**src/rtl/mem_access_unit_if.sv**
```systemverilog
// Launch/response and RAM bus bundle of the memory-access stage.
// slave: the stage itself; master: the sequencer/RAM side.
interface mem_access_unit_if;
  logic        start_i;
  logic        is_store_i;
  logic [2:0]  funct3_i;
  logic [31:0] addr_i;
  logic [31:0] store_data_i;
  logic        busy_o;
  logic        done_o;
  logic        fault_o;
  logic [31:0] load_data_o;
  logic        we_o;
  logic [31:0] addr_o;
  logic [31:0] data_i;
  logic [31:0] data_o;

  modport slave (
    input  start_i, is_store_i, funct3_i,
    input  addr_i, store_data_i, data_i,
    output busy_o, done_o, fault_o,
    output load_data_o, we_o, addr_o, data_o
  );

  modport master (
    output start_i, is_store_i, funct3_i,
    output addr_i, store_data_i, data_i,
    input  busy_o, done_o, fault_o,
    input  load_data_o, we_o, addr_o, data_o
  );
endinterface

```
**src/rtl/mem_access_unit.sv**
```systemverilog
// RV32 load/store stage; sub-word stores via read-modify-write.
// Ports: clk, reset (sync, active-low), bus (mem_access_unit_if.slave).
module mem_access_unit #(
  parameter int RAM_LATENCY = 1,
  parameter int CHECK_ALIGN = 1
) (
  input logic             clk,
  input logic             reset,
  mem_access_unit_if.slave bus
);

  typedef enum logic [2:0] {
    S_IDLE,
    S_READ,
    S_WAIT,
    S_MERGE,
    S_WRITE,
    S_DONE
  } state_t;

  localparam int WAIT_INIT =
    (RAM_LATENCY > 1) ? RAM_LATENCY - 2 : 0;

  state_t      r_state;
  logic [1:0]  r_cnt;
  logic        r_store;
  logic [2:0]  r_f3;
  logic [1:0]  r_lane;
  logic [15:0] r_sdata;

  logic        w_illegal;
  logic        w_misal;
  logic        w_fault;
  logic [31:0] w_addr;
  logic [7:0]  w_byte;
  logic [15:0] w_half;
  logic [31:0] w_load;
  logic [31:0] w_merge;

  // Launch decode; the address is always aligned down, which is
  // identity whenever the alignment check passes.
  always_comb begin
    w_illegal = 1'b0;
    unique case (1'b1)
      bus.funct3_i == 3'b000,
      bus.funct3_i == 3'b001,
      bus.funct3_i == 3'b010: w_illegal = 1'b0;
      bus.funct3_i == 3'b100,
      bus.funct3_i == 3'b101: w_illegal = bus.is_store_i;
      default:                w_illegal = 1'b1;
    endcase
    w_misal = 1'b0;
    if (CHECK_ALIGN != 0) begin
      w_misal =
        (bus.funct3_i[1:0] == 2'b01 && bus.addr_i[0]) ||
        (bus.funct3_i == 3'b010 &&
         bus.addr_i[1:0] != 2'b00);
    end
    w_fault = w_illegal | w_misal;
    w_addr  = bus.addr_i;
    if (bus.funct3_i[1:0] == 2'b01) w_addr[0] = 1'b0;
    if (bus.funct3_i == 3'b010) w_addr[1:0] = 2'b00;
  end

  // Lane extraction for loads, lane insertion for sub-word stores.
  always_comb begin
    w_byte = bus.data_i[7:0];
    unique case (r_lane)
      2'd0: w_byte = bus.data_i[7:0];
      2'd1: w_byte = bus.data_i[15:8];
      2'd2: w_byte = bus.data_i[23:16];
      2'd3: w_byte = bus.data_i[31:24];
    endcase
    w_half = r_lane[1] ? bus.data_i[31:16] : bus.data_i[15:0];
    w_load = bus.data_i;
    unique case (1'b1)
      r_f3 == 3'b000: w_load = {{24{w_byte[7]}}, w_byte};
      r_f3 == 3'b001: w_load = {{16{w_half[15]}}, w_half};
      r_f3 == 3'b100: w_load = {24'd0, w_byte};
      r_f3 == 3'b101: w_load = {16'd0, w_half};
      default:        w_load = bus.data_i;
    endcase
    w_merge = bus.data_i;
    if (r_f3 == 3'b000) begin
      unique case (r_lane)
        2'd0: w_merge[7:0]   = r_sdata[7:0];
        2'd1: w_merge[15:8]  = r_sdata[7:0];
        2'd2: w_merge[23:16] = r_sdata[7:0];
        2'd3: w_merge[31:24] = r_sdata[7:0];
      endcase
    end else if (r_f3 == 3'b001) begin
      if (r_lane[1]) w_merge[31:16] = r_sdata;
      else           w_merge[15:0]  = r_sdata;
    end
  end

  always_ff @(posedge clk) begin
    if (!reset) begin
      r_state         <= S_IDLE;
      r_cnt           <= 2'd0;
      r_store         <= 1'b0;
      r_f3            <= 3'd0;
      r_lane          <= 2'd0;
      r_sdata         <= 16'd0;
      bus.busy_o      <= 1'b0;
      bus.done_o      <= 1'b0;
      bus.fault_o     <= 1'b0;
      bus.load_data_o <= 32'd0;
      bus.we_o        <= 1'b0;
      bus.addr_o      <= 32'd0;
      bus.data_o      <= 32'd0;
    end else begin
      unique case (r_state)
        S_IDLE: begin
          if (bus.start_i) begin
            r_store    <= bus.is_store_i;
            r_f3       <= bus.funct3_i;
            r_lane     <= w_addr[1:0];
            r_sdata    <= bus.store_data_i[15:0];
            bus.busy_o <= 1'b1;
            if (w_fault) begin
              r_state     <= S_DONE;
              bus.done_o  <= 1'b1;
              bus.fault_o <= 1'b1;
            end else if (bus.is_store_i &&
                         bus.funct3_i == 3'b010) begin
              r_state    <= S_WRITE;
              bus.we_o   <= 1'b1;
              bus.addr_o <= {w_addr[31:2], 2'b00};
              bus.data_o <= bus.store_data_i;
            end else begin
              r_state    <= S_READ;
              bus.addr_o <= {w_addr[31:2], 2'b00};
            end
          end
        end
        S_READ: begin
          if (RAM_LATENCY <= 1) begin
            r_state <= S_MERGE;
          end else begin
            r_state <= S_WAIT;
            r_cnt   <= 2'(WAIT_INIT);
          end
        end
        S_WAIT: begin
          if (r_cnt == 2'd0) r_state <= S_MERGE;
          else               r_cnt   <= r_cnt - 2'd1;
        end
        S_MERGE: begin
          if (r_store) begin
            r_state    <= S_WRITE;
            bus.we_o   <= 1'b1;
            bus.data_o <= w_merge;
          end else begin
            r_state         <= S_DONE;
            bus.load_data_o <= w_load;
            bus.addr_o      <= 32'd0;
            bus.done_o      <= 1'b1;
          end
        end
        S_WRITE: begin
          r_state    <= S_DONE;
          bus.we_o   <= 1'b0;
          bus.addr_o <= 32'd0;
          bus.data_o <= 32'd0;
          bus.done_o <= 1'b1;
        end
        S_DONE: begin
          r_state     <= S_IDLE;
          bus.done_o  <= 1'b0;
          bus.fault_o <= 1'b0;
          bus.busy_o  <= 1'b0;
        end
        default: r_state <= S_IDLE;
      endcase
    end
  end

endmodule

```
**src/flat_wrapper.sv**
```systemverilog
// flat-port wrapper written by rule: the top's interface ports become plain ports
module mem_access_unit_flat 
#(
  parameter int RAM_LATENCY = 1,
  parameter int CHECK_ALIGN = 1
)
  (clk, reset, bus_start_i, bus_is_store_i, bus_funct3_i, bus_addr_i, bus_store_data_i, bus_data_i, bus_busy_o, bus_done_o, bus_fault_o, bus_load_data_o, bus_we_o, bus_addr_o, bus_data_o);
  mem_access_unit_if bus_i ();
  input logic clk;
  input logic reset;
  input wire logic [$bits(bus_i.start_i)-1:0] bus_start_i;
  input wire logic [$bits(bus_i.is_store_i)-1:0] bus_is_store_i;
  input wire logic [$bits(bus_i.funct3_i)-1:0] bus_funct3_i;
  input wire logic [$bits(bus_i.addr_i)-1:0] bus_addr_i;
  input wire logic [$bits(bus_i.store_data_i)-1:0] bus_store_data_i;
  input wire logic [$bits(bus_i.data_i)-1:0] bus_data_i;
  output wire logic [$bits(bus_i.busy_o)-1:0] bus_busy_o;
  output wire logic [$bits(bus_i.done_o)-1:0] bus_done_o;
  output wire logic [$bits(bus_i.fault_o)-1:0] bus_fault_o;
  output wire logic [$bits(bus_i.load_data_o)-1:0] bus_load_data_o;
  output wire logic [$bits(bus_i.we_o)-1:0] bus_we_o;
  output wire logic [$bits(bus_i.addr_o)-1:0] bus_addr_o;
  output wire logic [$bits(bus_i.data_o)-1:0] bus_data_o;
  assign bus_i.start_i = bus_start_i;
  assign bus_i.is_store_i = bus_is_store_i;
  assign bus_i.funct3_i = bus_funct3_i;
  assign bus_i.addr_i = bus_addr_i;
  assign bus_i.store_data_i = bus_store_data_i;
  assign bus_i.data_i = bus_data_i;
  assign bus_busy_o = bus_i.busy_o;
  assign bus_done_o = bus_i.done_o;
  assign bus_fault_o = bus_i.fault_o;
  assign bus_load_data_o = bus_i.load_data_o;
  assign bus_we_o = bus_i.we_o;
  assign bus_addr_o = bus_i.addr_o;
  assign bus_data_o = bus_i.data_o;
  mem_access_unit #(.RAM_LATENCY(RAM_LATENCY), .CHECK_ALIGN(CHECK_ALIGN)) u_core (.clk(clk), .reset(reset), .bus(bus_i));
endmodule
```
**config.mk**
```make
export PLATFORM = sky130hd
export DESIGN_NAME = mem_access_unit_flat
export DESIGN_NICKNAME = d
export VERILOG_FILES = /design/src/rtl/mem_access_unit_if.sv /design/src/rtl/mem_access_unit.sv /design/src/flat_wrapper.sv
export SDC_FILE = /design/constraint.sdc
export NUM_CORES = 1
export LEC_CHECK = 0
export ABC_AREA = 1
export CAP_MARGIN = 10
export CORE_MARGIN = 2
export CORE_UTILIZATION = 35
export DETAILED_ROUTE_END_ITERATION = 10
export SLEW_MARGIN = 0
export SYNTH_ARGS = -nofsm -noshare
export SYNTH_HDL_FRONTEND = slang
export SYNTH_SLANG_ARGS = --single-unit
export TNS_END_PERCENT = 50
```
**constraint.sdc**
```tcl
create_clock -name clk -period 1.7 [get_ports clk]
set_clock_uncertainty 0.15 [all_clocks]
set_input_delay 0.34 -clock clk [delete_from_list [all_inputs] [get_ports clk]]
set_output_delay 0.34 -clock clk [all_outputs]
set_load 0.1 [all_outputs]
```
==> out/qor.txt, run 1 <==
CP max FO = 8
Hold Path Sink = u_core.r_store
RSZ-0062 raised after global routing = yes
register area share after synthesis = 34.2%
Post-Route Setup TNS = -0.220 ns
syn avg cell area = 5.80 µm²
Hold Path Depth = 3
synthesized cell area = 7310 µm²
die area = 22,100 µm²
Root Driver = clkbuf_16
number of CTS-inserted buffers = 17
first-pass GRT wire length = 43.2 mm
I/O pin cnt = 203
fraction of layout instances using a drive strength above 1 = 23.1%
clock-pin slew on the worst setup and hold paths = 0.06 ns
FFs w/ async S/R, synth = 0%
drt pass-1 iters = 7
nets@finish = 1,636
vias in the first global route = 8,390
Routed WL per cell = 15.6 µm
max cap viols = 0
Pwr Total = 26,400 µW
Core Area = 20,400 µm²
worst-case clock buffer depth = 2
post-detail-place hpwl = 18.9 mm
grt ovf = 0
GRT Overall Usage = 24.9%
Post-synth EDFFs = 0
Worst Setup End Kind = register
wirelength, routed = 28.3 mm
ANT cells = 0
# clock sinks = 125
hold_buf cts = 0
dpl cells = 1,755
Skew-Pair Late Insertion Delay = 0.42 ns
PortBufs = 200
Die Ht = 149 µm
drt initial violations = 633
worst reg2reg endpoint = u_core.bus.data_o[14]
final hold violation count = 0
Non-Filler Instances = 1,814
antenna-violating nets left = 0
setup violators final = 22
crit path kind = register to register
crit path launch type = register
P per Cell Area = 2100 nW/µm²
failing checks = negative setup slack
Most used DFF post-synth = dfxtp_1
fin crit share = 101%
DRC viols = 0
Synth warnings = 0
largest net degree at the start of global routing = 57
most common cell after layout, fill and taps aside = nand2_1
Syn Inst Count = 1,261
Worst-Margin Slew = 0.630 ns
Tmin final = 1.72 ns
Core Rows = 52
GPL Wtd Cong = 0.902
CTS tree = built
register bit total from synthesis = 125
antenna violations before repair = 1
maximum VDD drop = 1.63 mV
Initial Utilization = 35.9%
DR vias = 8,798
fin. max-slew vios = 0
Max Freq = 580 MHz
CP Data Arrival Time = 1.89 ns
critical register-to-register path startpoint = u_core.r_state[0]
R2R setup slack = -0.02 ns
HP Class = input port to register
Final Instance Area = 12,600 µm²
worst hold start = bus_is_store_i
Cell Area, Placed = 11,200 µm²
number of distinct library cells after synthesis = 30
most frequent cells in the layout = nand2_1 (319), nor2_1 (193), inv_1 (164)
status = finished with violations
Req. time, crit path = 1.87 ns
setup ws final = -0.0229 ns
reg2reg path depth = 10
WHS = 0.158 ns
LEAKAGE = 0.00606 µW
Die X = 149 µm
Slew HR = 58.0%
synth-to-layout area growth = 72.0%
H-tree depth = 4
vias per cell = 4.85
==> per-stage QoR <==
step / setup slack (ns) / utilization (%)
finish: -0.0229 / 61.7
global route: -0.119 / 61.7
CTS: -0.0258 / 59.8
detailed placement: -0.509 / 55.0
global placement: -0.491 / 55.0
floorplan: 0.103 / -
==> critical path: stages (launching register included) <==
cell and delay (ns):
dfxtp_2 0.35, nand2_2 0.07, nor2_4 0.16, inv_2 0.10
nand2_4 0.11, nand3_4 0.10, buf_12 0.15, buf_12 0.13
buf_16 0.14, nor2_1 0.11, nor2_1 0.05
==> worst max-delay path by stage <==
stage | end | startpoint | depth (start not counted)
floorplan | u_core.bus.data_o[0] | bus_funct3_i[2] | 10
global placement | u_core.bus.data_o[10] | bus_funct3_i[0] | 12
detailed placement | u_core.bus.data_o[16] | bus_funct3_i[0] | 12
CTS | u_core.bus.data_o[1] | u_core.r_state[0] | 13
global route | u_core.bus.addr_o[24] | u_core.r_state[0] | 11
finish | u_core.bus.data_o[14] | u_core.r_state[0] | 10
==> kinds of logic after synthesis <==
family | count (synthesis) | share of synthesized area [%]
simple gates | 688 | 38.0
buf+inv | 250 | 14.0
compound gates | 196 | 13.6
flops | 125 | 34.2
fa+ha+maj | 1 | 0.171
other cells | 1 | 0.0513
==> where the power goes <==
group	switching, µW	internal, µW	leakage [µW]
clock network	1390	2070	0.000264
logic	11200	6960	0.00477
registers	997	3850	0.00103
total	13500	12900	0.00606
==> cells in the mapped netlist, types with 3 or more instances <==
master	count	area (µm²)
buf_4	10	75.1
a21oi_1	78	390
inv_1	169	634
nor2_2	4	25.0
dfxtp_1	125	2500
nand2_2	3	18.8
inv_2	4	15.0
clkbuf_1	36	135
o21ai_0	110	551
nor2_1	216	811
buf_2	26	130
o21ai_1	3	15.0
nand4_1	9	56.3
nand2_1	357	1340
nand3_1	92	460
==> flip-flops by register name, indices dropped and copies added (netlist names) <==
name and cells:
u_core.bus.addr_o 30, u_core.bus.done_o 1, u_core.r_lane 2, u_core.bus.busy_o 1, u_core.bus.load_data_o 32, u_core.bus.fault_o 1
u_core.bus.we_o 1, u_core.r_f3 3, u_core.r_store 1, u_core.r_sdata 16, u_core.bus.data_o 32, u_core.r_state 3
u_core.r_cnt 2
==> layer usage <==
metal / routed length (µm) / track usage (%) / vias to the layer above
li1: - / - / 4428
met1: 11300 / 29.3 / 3980
met2: 14000 / 42.4 / 328
met3: 2040 / 6.96 / 62
met4: 975 / 10.7 / 0
met5: 0 / 0 / -
==> layout make-up <==
| cell class | count | area [µm²] |
|---|---|---|
| inverters | 174 | 653 |
| well taps | 270 | 338 |
| fillers | 1839 | 7790 |
| multi-input cells | 887 | 4150 |
| flip-flops and latches | 125 | 2510 |
| clock inverters | 11 | 93.8 |
| repair buffers | 327 | 4370 |
| clock buffers | 20 | 457 |
==> repair_timing <==
action / CTS / global route
setup buffers: 14 / 4
endpoints found under the hold margin: 0 / 0
cloned: 6 / 6
pin swaps: 6 / 16
resized for setup: 49 / 97
setup endpoints to repair: 62 / 105
Power figures use the tool's default switching activity.
==> run 2, diff against run 1 <==
Settings changed: CTS_CLUSTER_SIZE set to 20.
==> results of run 2 <==
Final layout, timing and power as in run 1 (identical DEF).
==> run 3, diff against run 2 <==
Settings changed: CELL_PAD_IN_SITES_DETAIL_PLACEMENT set to 2, CELL_PAD_IN_SITES_GLOBAL_PLACEMENT set to 2, CORE_UTILIZATION 35 to 22, PLACE_DENSITY_LB_ADDON set to 0.1.
==> out/qor.txt, run 3 (same netlist as run 1, synthesis figures left out) <==
status = finished with violations
failing checks = negative setup slack
GR met3 Demand/Resource = 3.27%
fraction of layout instances using a drive strength above 1 = 27.6%
LEAKAGE = 0.00630 µW
Initial Utilization = 22.4%
Hold Path Sink = u_core.r_store
Core Area = 32,600 µm²
most frequent cells in the layout = nand2_1 (304), nor2_1 (168), inv_1 (161)
number of CTS-inserted buffers = 17
CP max FO = 7
HP Class = input port to register
slowest stage delay, CP = 0.36 ns
reg2reg path depth = 12
worst reg2reg endpoint = u_core.bus.addr_o[17]
Req. time, crit path = 1.87 ns
R2R setup slack = -0.19 ns
crit path kind = register to register
most common cell after layout, fill and taps aside = nand2_1
M2 GR Usage = 37.7%
DR vias = 9,217
clock-pin slew on the worst setup and hold paths = 0.06 ns
Final Util = 41.3%
Slew HR = 64.5%
Post-Route Setup TNS = -5.96 ns
Max Freq = 530 MHz
wirelength, routed = 39.3 mm
Root Driver = clkbuf_16
synth-to-layout area growth = 84.3%
# clock sinks = 125
GPL Wtd Cong = 0.804
RSZ-0062 raised after global routing = yes
critical register-to-register path startpoint = u_core.r_state[0]
vias per cell = 4.56
DRC viols = 0
setup ws final = -0.185 ns
Skew-Pair Late Insertion Delay = 0.43 ns
dpl cells = 1,945
max cap viols = 0
worst hold start = bus_is_store_i
vias in the first global route = 9,699
CTS tree = built
Routed WL per cell = 19.4 µm
Worst path most repeated cell = nand2_4
CP Data Arrival Time = 2.06 ns
largest net degree at the start of global routing = 49
I/O pin cnt = 203
met1 GRT Util = 27.0%
antenna-violating nets left = 0
die area = 34,700 µm²
Fill cells = 3,727
drt initial violations = 381
Die Ht = 186 µm
setup violators final = 76
Hold Path Depth = 3
Worst-Margin Slew = 0.533 ns
maximum VDD drop = 1.14 mV
fin. max-slew vios = 0
Tmin final = 1.89 ns
Top Registers = u_core.bus.data_o x32, u_core.bus.load_data_o x32, u_core.bus.addr_o x30
CP Cell Sequence = inv_4 > nand2_4 > nor2_4 > nand2_4 > o21ai_2 > inv_2 > nand3_4 > buf_12 > clkbuf_16 > nand2_4 > nand2_2 > nor2_1
Worst Setup End Kind = register
H-tree depth = 4
fin crit share = 111%
post-detail-place hpwl = 26.4 mm
Core Rows = 66
GRT Overall Usage = 21.3%
final hold violation count = 0
Die X = 186 µm
antenna violations before repair = 1
drt pass-1 iters = 4
first-pass GRT wire length = 55.6 mm
PortBufs = 200
gr busiest metal = met2
P per Cell Area = 2150 nW/µm²
ANT cells = 0
Non-Filler Instances = 2,020
crit path launch type = register
delay-heaviest family, CP = simple AND/OR/NAND/NOR gates
grt ovf = 0
CP Buf/Inv Count = 4
worst-case clock buffer depth = 2
Critical-path top delay cell = dfxtp_4
nets@finish = 1,670
run 3: cell types whose count changed in the layout (fill, tap and decap cells not counted), moves of 4 or more:
cell | previous run | this run
nor2_1 | 193 | 168
buf_4 | 92 | 107
nand2_1 | 319 | 304
o21ai_0 | 99 | 84
nor2_2 | 17 | 31
nand2_2 | 26 | 38
o21ai_1 | 12 | 24
nor2_4 | 12 | 23
buf_12 | 118 | 124
buf_6 | 6 | 11
nand2_4 | 15 | 19
run 3: tightest hold or removal path: cells and delay by family:
family	cells	cell delay, ns
buffers and inverters	1	0.25
AO/OA/AOI/OAI	2	0.21
run 3: how the worst max path moves through the flow:
stage / from / end / slack (ns) / cells past startpoint
floorplan: bus_funct3_i[2] / u_core.bus.data_o[0] / 0.10 / 10
global placement: bus_funct3_i[2] / u_core.bus.data_o[1] / -0.53 / 10
detailed placement: bus_funct3_i[2] / u_core.bus.addr_o[2] / -0.71 / 12
CTS: u_core.r_state[0] / u_core.bus.data_o[20] / -0.05 / 12
global route: u_core.r_state[0] / u_core.bus.addr_o[17] / -0.24 / 12
finish: u_core.r_state[0] / u_core.bus.addr_o[17] / -0.19 / 12
run 3: layout make-up:
type / instances / area [µm²] / area share [%]
Tap cell: 442 / 553 / 4.10
Clock inverter: 10 / 116 / 0.864
Multi-Input combinational cell: 887 / 4310 / 32.0
Sequential cell: 125 / 2510 / 18.7
Clock buffer: 21 / 450 / 3.34
Inverter: 174 / 669 / 4.97
Timing Repair Buffer: 361 / 4860 / 36.1
run 3: metal layers:
layer	vias up	wire [µm]	part of all wire, %
li1	4496	-	-
met4	2	557	1.4
met2	178	19700	50
met1	4506	17000	43
met5	-	13	0.033
met3	35	2000	5.1
run 3: repair_timing:
action / 4_1_cts / 5_1_grt
pin swaps: 25 / 23
gates cloned: 10 / 11
endpoints found under the setup margin: 86 / 115
buffers inserted: 15 / 12
hold buffers: 0 / 0
resized for setup: 110 / 123
run 3: where the power goes:
group	switching (µW)	internal (µW)	total, µW
clock network	1470	2190	3660
registers	1100	3860	4960
logic	12300	8020	20400
run 3: stage by stage:
step / setup slack (ns) / power, µW / cell area, µm² / hold WS (ns)
4_1_cts: -0.0510 / 27500 / 12800 / 0.232
3_5_place_dp: -0.707 / 21200 / 11600 / 0.310
6_report: -0.185 / 29000 / 13500 / 0.266
3_3_place_gp: -0.529 / 20800 / 11600 / 0.297
5_1_grt: -0.244 / 30700 / 13500 / 0.262
2_1_floorplan: 0.103 / 14400 / 7310 / 0.283
==> RTL edit, RTL diff (config.mk and constraints of run 1) <==
`CHECK_ALIGN` is set to 1 in 2 places; all go to 0.
--- a/src/rtl/mem_access_unit.sv
+++ b/src/rtl/mem_access_unit.sv
@@ -4,3 +4,3 @@
   parameter int RAM_LATENCY = 1,
-  parameter int CHECK_ALIGN = 1
+  parameter int CHECK_ALIGN = 0
 ) (
--- a/src/flat_wrapper.sv
+++ b/src/flat_wrapper.sv
@@ -4,3 +4,3 @@
   parameter int RAM_LATENCY = 1,
-  parameter int CHECK_ALIGN = 1
+  parameter int CHECK_ALIGN = 0
 )
Function: changed (a bounded check fails within 4 cycles, from zero or initial values and one cycle with reset low).
==> RTL edit against run 1 <==
Synthesized area shrank 0.51%; sequential cell count is the same; clock power grew 9.6%; first-iteration DRC count grew 3.0%; power grew 3.4%; setup slack gained 0.026 ns; cell area shrank 2.4%; wire length shrank 0.25%; critical endpoint is now u_core.bus.data_o[13]; largest power group unchanged; highest routed layer is now met5.
==> RTL edit: results (changes against run 1) <==
seq_area_frac_synth_pct: 34.4  # was 34.2%
placed_cell_area_sq_um: 11100  # was 11200 sq um
grt_max_degree: 60  # was 57
layout.nets: 1528  # was 1636
cts_root_buffer: "clkbuf_16"  # unchanged
cts_inserted_buffers: 17  # unchanged
peakVddDrop_v: 0.00162  # was 0.00163 V
ys_top_cells_by_count: "nand2_1, inv_1, dfxtp_1, nor2_1, a21oi_1"  # was nand2_1, nor2_1, inv_1
grt_usage_pct: 23.2  # was 24.9%
fillers: 1859  # was 1839
synth.area.top_cells: "dfxtp_1, nand2_1, inv_1, a21oi_1, nand3_1"  # was dfxtp_1, nand2_1, nor2_1, inv_1, o21ai_0
grt_pass1_vias: 7692  # was 8390
antenna_found_initial: 2  # was 1
worstSkewPairLatency_ns: 0.44  # was 0.42 ns
clockBufferDepth: 2  # unchanged
drive_gt1_share_pct: 21.6  # was 23.1%
clk_pin_slew_ns: 0.06  # about the same
grt_util_met2_pct: 39.1  # was 42.4%
cp_max_fo: 8  # unchanged
use_met3_pct: 6.10  # was 6.96%
place.port_buffers: 200  # unchanged
num_vias: 8709  # was 8798
yosysWarnings: 0  # unchanged
largestRegisters: "u_core.bus.data_o x32, u_core.bus.load_data_o x32, u_core.bus.addr_o x30"  # unchanged
synthFlopType: "dfxtp_1"  # unchanged
cp.arrival_ns: 1.92  # was 1.89 ns
use_met1_pct: 28.7  # was 29.3%
gp_congestion: 0.939  # was 0.902
grt_pass1_wl_um: 40400  # was 43200 um
status: "finished, final reports clean"  # was finished, violations left
dp_hpwl_um: 19300  # was 18900 um
dr.first_iter.drc_count: 652  # was 633
async_flop_share_pct: 0  # unchanged
dr.pass1.iters: 6  # was 7
synth.avg_cell_area_sq_um: 6.17  # was 5.80 sq um
wl_per_cell_um: 16.5  # was 15.6 um
htree_levels: 4  # unchanged
slew_viol_final: 0  # unchanged
hold_class: "input port to register"  # unchanged
ys_types: 30  # unchanged
antenna_cells: 0  # unchanged
power.leakage_nw: 5.69  # was 6.06 nW
RTL edit: logic make-up after synthesis:
kind of cell               after synthesis  share of synthesized area, %
adders and majority gates                1                         0.172
and+or+nand+nor                        584                          34.5
buffers and inverters                  240                          13.8
other                                    1                        0.0516
AOI/OAI and AO/OA                      228                          17.0
DFF                                    125                          34.4
RTL edit: path summary, 6_finish.rpt:
path	start	endpoint	slack [ns]	cells after the start
worst max register to register	u_core.r_state[1]	u_core.bus.data_o[13]	0.003	11
worst min register to register	u_core.r_cnt[1]	u_core.r_cnt[1]	0.31	2
worst min-delay path	reset	u_core.r_state[1]	0.19	3
worst max-delay path	u_core.r_state[1]	u_core.bus.data_o[13]	0.003	11
RTL edit: report_power, final:
part / switching (mW) / internal [mW]
Sequential: 0.971 / 3.90
Combinational: 11.6 / 7.03
Clock: 1.57 / 2.21
RTL edit: timing repair:
| item | in CTS | in global routing |
|---|---|---|
| pin swaps | 0 | 32 |
| gates cloned | 0 | 12 |
| endpoints found under the setup margin | 14 | 83 |
| setup buffers | 0 | 5 |
| resized for setup | 4 | 75 |
RTL edit: layer usage:
metal | wire (um) | vias up
li1 | - | 4299
met1 | 11100 | 3943
met2 | 13600 | 413
met3 | 2630 | 52
met4 | 799 | 2
met5 | 12 | -
RTL edit: critical path: stages (launching register included):
cell,delay [ns]
dfxtp_4,0.37
nor2_4,0.15
inv_2,0.06
nand2_2,0.07
nand2_2,0.08
nor2_4,0.13
buf_12,0.15
nand2_8,0.08
clkbuf_16,0.19
nand2_2,0.05
nand2_1,0.05
nor2_1,0.09
RTL edit: final cells by class:
class | instances | area (sq um) | area share, %
inverter | 158 | 607 | 4.95
timing repair buffer | 307 | 4240 | 34.5
multi-input combinational | 815 | 3970 | 32.3
sequential | 125 | 2520 | 20.5
tap | 270 | 338 | 2.75
clock inverter | 15 | 174 | 1.42
clock buffer | 17 | 425 | 3.47
RTL edit: metrics by stage:
step / setup WS, ns / power, mW / cells / utilization, % / setup TNS, ns
floorplan: 0.0791 / 15.4 / 1180 / - / 0
global placement: -0.280 / 21.5 / 1658 / 54.8 / -20.23
detailed placement: -0.318 / 21.7 / 1658 / 54.8 / -23.22
CTS: 0.0175 / 25.5 / 1690 / 57.8 / 0
global route: -0.0682 / 28.7 / 1707 / 60.4 / -1.27
finish: 0.00271 / 27.3 / 1707 / 60.4 / 0
